$ cat src/rtl/bt656_framer.sv
// BT.656 525-line framer: wraps a 4:2:2 byte stream in EAV/SAV codes and blanking fill.
// Define BT656_GUARD_EN to clamp active bytes 0x00/0xFF to 0x01/0xFE.
module bt656_framer #(
    parameter int ActiveBytes = 1440,
    parameter int HBlankBytes = 268,
    parameter int TotalLines  = 525
) (
    input  logic        Clock,
    input  logic        Reset,
    input  logic [7:0]  DIn,
    output logic        InRequest,
    output logic [10:0] Col,
    output logic [9:0]  Line,
    output logic [7:0]  DOut,
    output logic        Field
);

    localparam logic [10:0] BLANK_START  = 11'd4;
    localparam logic [10:0] SAV_START    = 11'(4 + HBlankBytes);
    localparam logic [10:0] ACTIVE_START = 11'(8 + HBlankBytes);
    localparam logic [10:0] LAST_HCOUNT  = 11'(8 + HBlankBytes + ActiveBytes - 1);
    localparam logic [9:0]  LAST_LINE    = 10'(TotalLines);

    typedef enum logic [1:0] {
        REGION_EAV,
        REGION_BLANK,
        REGION_SAV,
        REGION_ACTIVE
    } region_e;

    logic [10:0] hcount_q, hcount_d;
    logic [9:0]  line_q, line_d;
    logic [7:0]  dout_q, dout_d;
    logic        field_q, field_d;

    region_e     region;
    logic [10:0] region_off;
    logic        f_bit, v_bit, h_bit;
    logic [7:0]  xy;
    logic [7:0]  fill;
    logic [7:0]  active_byte;

    // The F/V tables are fixed for 525-line timing.
    function automatic logic field_of(input logic [9:0] ln);
        return !((ln >= 10'd4) && (ln <= 10'd265));
    endfunction

    function automatic logic vblank_of(input logic [9:0] ln);
        return (ln <= 10'd19) || ((ln >= 10'd264) && (ln <= 10'd282));
    endfunction

    always_comb begin : decode
        if (hcount_q < BLANK_START) begin
            region     = REGION_EAV;
            region_off = hcount_q;
        end else if (hcount_q < SAV_START) begin
            region     = REGION_BLANK;
            region_off = hcount_q - BLANK_START;
        end else if (hcount_q < ACTIVE_START) begin
            region     = REGION_SAV;
            region_off = hcount_q - SAV_START;
        end else begin
            region     = REGION_ACTIVE;
            region_off = hcount_q - ACTIVE_START;
        end
        f_bit = field_q;
        v_bit = vblank_of(line_q);
        h_bit = (region == REGION_EAV);
        xy    = {1'b1, f_bit, v_bit, h_bit, v_bit ^ h_bit, f_bit ^ h_bit,
                 f_bit ^ v_bit, f_bit ^ v_bit ^ h_bit};
        fill  = region_off[0] ? 8'h10 : 8'h80;
    end

    always_comb begin : guard
`ifdef BT656_GUARD_EN
        if (DIn == 8'h00) begin
            active_byte = 8'h01;
        end else if (DIn == 8'hFF) begin
            active_byte = 8'hFE;
        end else begin
            active_byte = DIn;
        end
`else
        active_byte = DIn;
`endif
    end

    always_comb begin : request
        InRequest = (region == REGION_ACTIVE) && !v_bit;
        Col       = InRequest ? region_off : '0;
    end

    // NOTE: every output of a combinational block gets a default before any
    // branch, so no path can leave a value unassigned and infer a latch.
    always_comb begin : next_state
        dout_d   = fill;
        hcount_d = hcount_q + 11'd1;
        line_d   = line_q;

        unique case (region)
            REGION_EAV, REGION_SAV: begin
                case (region_off[1:0])
                    2'd0:    dout_d = 8'hFF;
                    2'd3:    dout_d = xy;
                    default: dout_d = 8'h00;
                endcase
            end
            REGION_BLANK:  dout_d = fill;
            REGION_ACTIVE: if (!v_bit) dout_d = active_byte;
        endcase

        if (hcount_q == LAST_HCOUNT) begin
            hcount_d = '0;
            line_d   = (line_q == LAST_LINE) ? 10'd1 : line_q + 10'd1;
        end
        // Field follows the line it is about to enter, so the EAV of a new line carries its F.
        field_d = field_of(line_d);
    end

    // NOTE: sequential state uses non-blocking assignments so every flop samples
    // the pre-edge values regardless of statement order.
    always_ff @(posedge Clock) begin
        if (!Reset) begin
            hcount_q <= '0;
            line_q   <= 10'd1;
            dout_q   <= 8'h80;
            field_q  <= 1'b1;
        end else begin
            hcount_q <= hcount_d;
            line_q   <= line_d;
            dout_q   <= dout_d;
            field_q  <= field_d;
        end
    end

    assign Line  = line_q;
    assign DOut  = dout_q;
    assign Field = field_q;

endmodule

$ cat config.mk
export PLATFORM = sky130hd
export DESIGN_NAME = bt656_framer
export DESIGN_NICKNAME = d
export VERILOG_FILES = /design/src/rtl/bt656_framer.sv
export SDC_FILE = /design/constraint.sdc
export NUM_CORES = 1
export LEC_CHECK = 0
export ABC_AREA = 0
export ABC_CLOCK_PERIOD_IN_PS = 4800
export CELL_PAD_IN_SITES_DETAIL_PLACEMENT = 0
export CELL_PAD_IN_SITES_GLOBAL_PLACEMENT = 1
export CORE_MARGIN = 1.5
export CORE_UTILIZATION = 41
export CTS_CLUSTER_SIZE = 24
export DETAILED_ROUTE_END_ITERATION = 12
export HOLD_SLACK_MARGIN = 0.03
export PLACE_DENSITY = 0.85
export SLEW_MARGIN = 40
export SYNTH_ARGS = -nofsm -noshare
export SYNTH_HDL_FRONTEND = slang
export SYNTH_SLANG_ARGS = --single-unit
$ cat constraint.sdc
create_clock -name Clock -period 4.8 [get_ports Clock]
set_input_delay 0.96 -clock Clock [delete_from_list [all_inputs] [get_ports Clock]]
set_output_delay 0.96 -clock Clock [all_outputs]
set_load 0.01 [all_outputs]
==> impl_metrics.yaml <==
run_status:
  outcome: "finished clean"
final_layout:
  nets: 326
  area_growth_syn_to_layout_pct: 23.0
  layout_commonest_cell: "nor2_1"
  layout_common_cells: "44 x nor2_1, 40 x clkdlybuf4s50_1, 30 x dfxtp_1, 18 x nand2_1, 17 x xnor2_1"
  finish.utilization_pct: 52.4
  n_fill_cell: 500
  drive_above_1_share_pct: 5.88
  num_antenna_cells: 0
synthesis:
  synth-seq-cells: 30
  yosysWarnings: 0
  synth_area_um2: 2170
  ys.flop_type: "dfxtp_1"
  synth_edf_count: 0
  yosys.area.top_type_share_pct: 27.6
  syn_avg_cell_area_um2: 7.91
  syn_nets: 296
  yosysSeqAreaShare_pct: 27.6
  synth_cell_type_count: 61
  yosys.area.top_type: "dfxtp_1"
  ys_top_cells_by_area: "dfxtp_1 28%, nor2_1 7.6%, xnor2_1 6.8%"
  async_flop_share_pct: 0
  netlist_instances: 275
route:
  antenna_left: 0
  dr_total_vias: 1977
  wl_um: 4940
  first_pass_iters: 4
  drt-wirelength-per-cell_um: 13.1
  viasPerCell: 5.26
  drcViolationCount: 0
  drt_iter0_markers: 150
clocking:
  clock-root-buffer: "clkbuf_8"
  cts_sinks: 30
  cts_buffers: 5
  ctsHoldBuffers: 0
  clock_latency_ns: 0.29
  clk_pin_slew_worst_paths_ns: 0.07
  cts.repair.resized: 0
  cts_tree: "built"
  clock_path_buffers: 2
  post-cts-setup-buffers: 0
  htreeDepth: 2
place:
  place.gp.congestion: 0.895
  place_ws_ns: 1.25
  hpwl_um: 3680
  io_buffers: 40
setup_path:
  cp_cell_sequence: "inv_1 > ha_1 > nor2b_1 > a2111oi_0 > o31ai_1 > a211oi_1 > xnor2_1 > nor2_1 > clkdlybuf4s50_1"
  start_kind: "register"
  worst_ep_arrival_time_ns: 2.88
  critPathSlowestCell: "dfxtp_1"
  crit_type: "reg2out"
  endpoint_kind: "output port"
  worstPathMaxFanout: 12
  cp_slowest_stage_delay_ns: 0.55
  cp_data_required_time_ns: 3.84
die:
  fp-row-count: 26
  io_pins: 41
  core_um2: 5110
  dieHeight_um: 75.8
  initial_utilization_pct: 42.6
  die_w_um: 75.8
  die_area_um2: 5750
sta:
  finalMaxSlewViolations: 0
  setup_viol: 0
  relSlewSlack_pct: 55.3
  worstMarginPinSlew_ns: 0.665
  rsz0062_at_grt: "no"
  fin_worst_skew_ns: 0.00733
  period_minus_slack_ns: 3.84
  hold_viol_final: 0
  layout_setup_ws_ns: 0.963
  tns_ns: 0
  fmax_mhz: 261
  final.period_utilization_pct: 79.9
power:
  p_leak_nw: 0.977
  power_density_nw_per_um2: 207
  ir_drop_mv: 0.105
  report.power.total_w: 0.000555
global_route:
  grt_max_degree: 17
  first_global_vias: 1681
  track_usage_pct: 18.5
  antenna_found_initial: 0
  grt_pass1_wl_um: 8130
  grt-ovfl-total: 0
run:
  cap_viol_max_count: 0
min_path:
  hp-class: "reg2reg"
[routing by layer]
metal | track usage [%] | part of all wire, % | up-vias
met5 | 0 | 0 | -
met1 | 26.0 | 49 | 903
li1 | - | - | 1020
met4 | 5.36 | 1.0 | 0
met3 | 4.23 | 4.8 | 6
met2 | 28.1 | 45 | 48
[power breakdown]
| part | switching [W] | leakage [nW] | internal, W |
|---|---|---|---|
| logic | 0.0000368 | 0.685 | 0.0000409 |
| registers | 0.00000461 | 0.244 | 0.000259 |
| clock network | 0.0000982 | 0.0482 | 0.000116 |
| total | 0.000140 | 0.977 | 0.000415 |
[logic make-up (layout without fill, tap and decap cells)]
| group | after synthesis | in the layout | synth area share, % |
|---|---|---|---|
| multiplexers | 3 | 3 | 1.38 |
| adder cells (fa/ha/maj) | 11 | 11 | 6.33 |
| XOR/XNOR | 27 | 27 | 11.7 |
| buffers and inverters | 32 | 63 | 6.21 |
| flip-flops | 30 | 30 | 27.6 |
| AND/OR/NAND/NOR | 120 | 120 | 30.5 |
| AO/OA/AOI/OAI | 52 | 52 | 16.2 |
[worst max-delay path, delay by kind of cell, from the launching register on]
| kind | cells | cell delay (ns) |
|---|---|---|
| AOI/OAI and AO/OA | 3 | 0.82 |
| xor gates and xnor gates | 1 | 0.10 |
| adders and majority gates | 1 | 0.19 |
| buffers and inverters | 2 | 0.69 |
| DFF | 1 | 0.55 |
| and+or+nand+nor | 2 | 0.25 |
[per-stage QoR]
stage	hold slack (ns)	instance area [um2]	cells
detailed placement	0.481	2580	368
CTS	0.498	2680	376
global placement	0.460	2580	368
floorplan	0.441	2170	275
finish	0.501	2680	376
global route	0.523	2680	376
[cell type report]
class	instances	area (um2)	area share [%]
multi-input combinational	213	1440	53.8
sequential	30	601	22.5
timing repair buffer	40	400	15.0
tap	70	87.6	3.27
clock buffer	7	86.3	3.23
inverter	15	56.3	2.10
clock inverter	1	5.00	0.187
[cells in the mapped netlist (5+ instances only)]
library cell	n
a21oi_1	13
buf_2	5
clkbuf_1	9
dfxtp_1	30
ha_1	11
inv_1	14
nand2_1	18
nand3_1	11
nor2_1	44
nor3_1	10
o21ai_0	8
xnor2_1	17
xor2_1	9
[state kept, by name, summed over array words and instances, names as in the netlist]
register and flops:
Field 1, hcount_q 11, Line 10, DOut 8
[worst paths after layout]
| path | startpoint | end | slack (ns) | depth (start not counted) |
|---|---|---|---|---|
| setup / recovery | hcount_q[5] | Col[10] | 0.96 | 9 |
| setup reg to reg | hcount_q[0] | Field | 1.88 | 7 |
| hold / removal | hcount_q[0] | hcount_q[0] | 0.50 | 1 |
| hold reg to reg | hcount_q[0] | hcount_q[0] | 0.50 | 1 |
No activity file was read; power rests on OpenSTA's default activity.
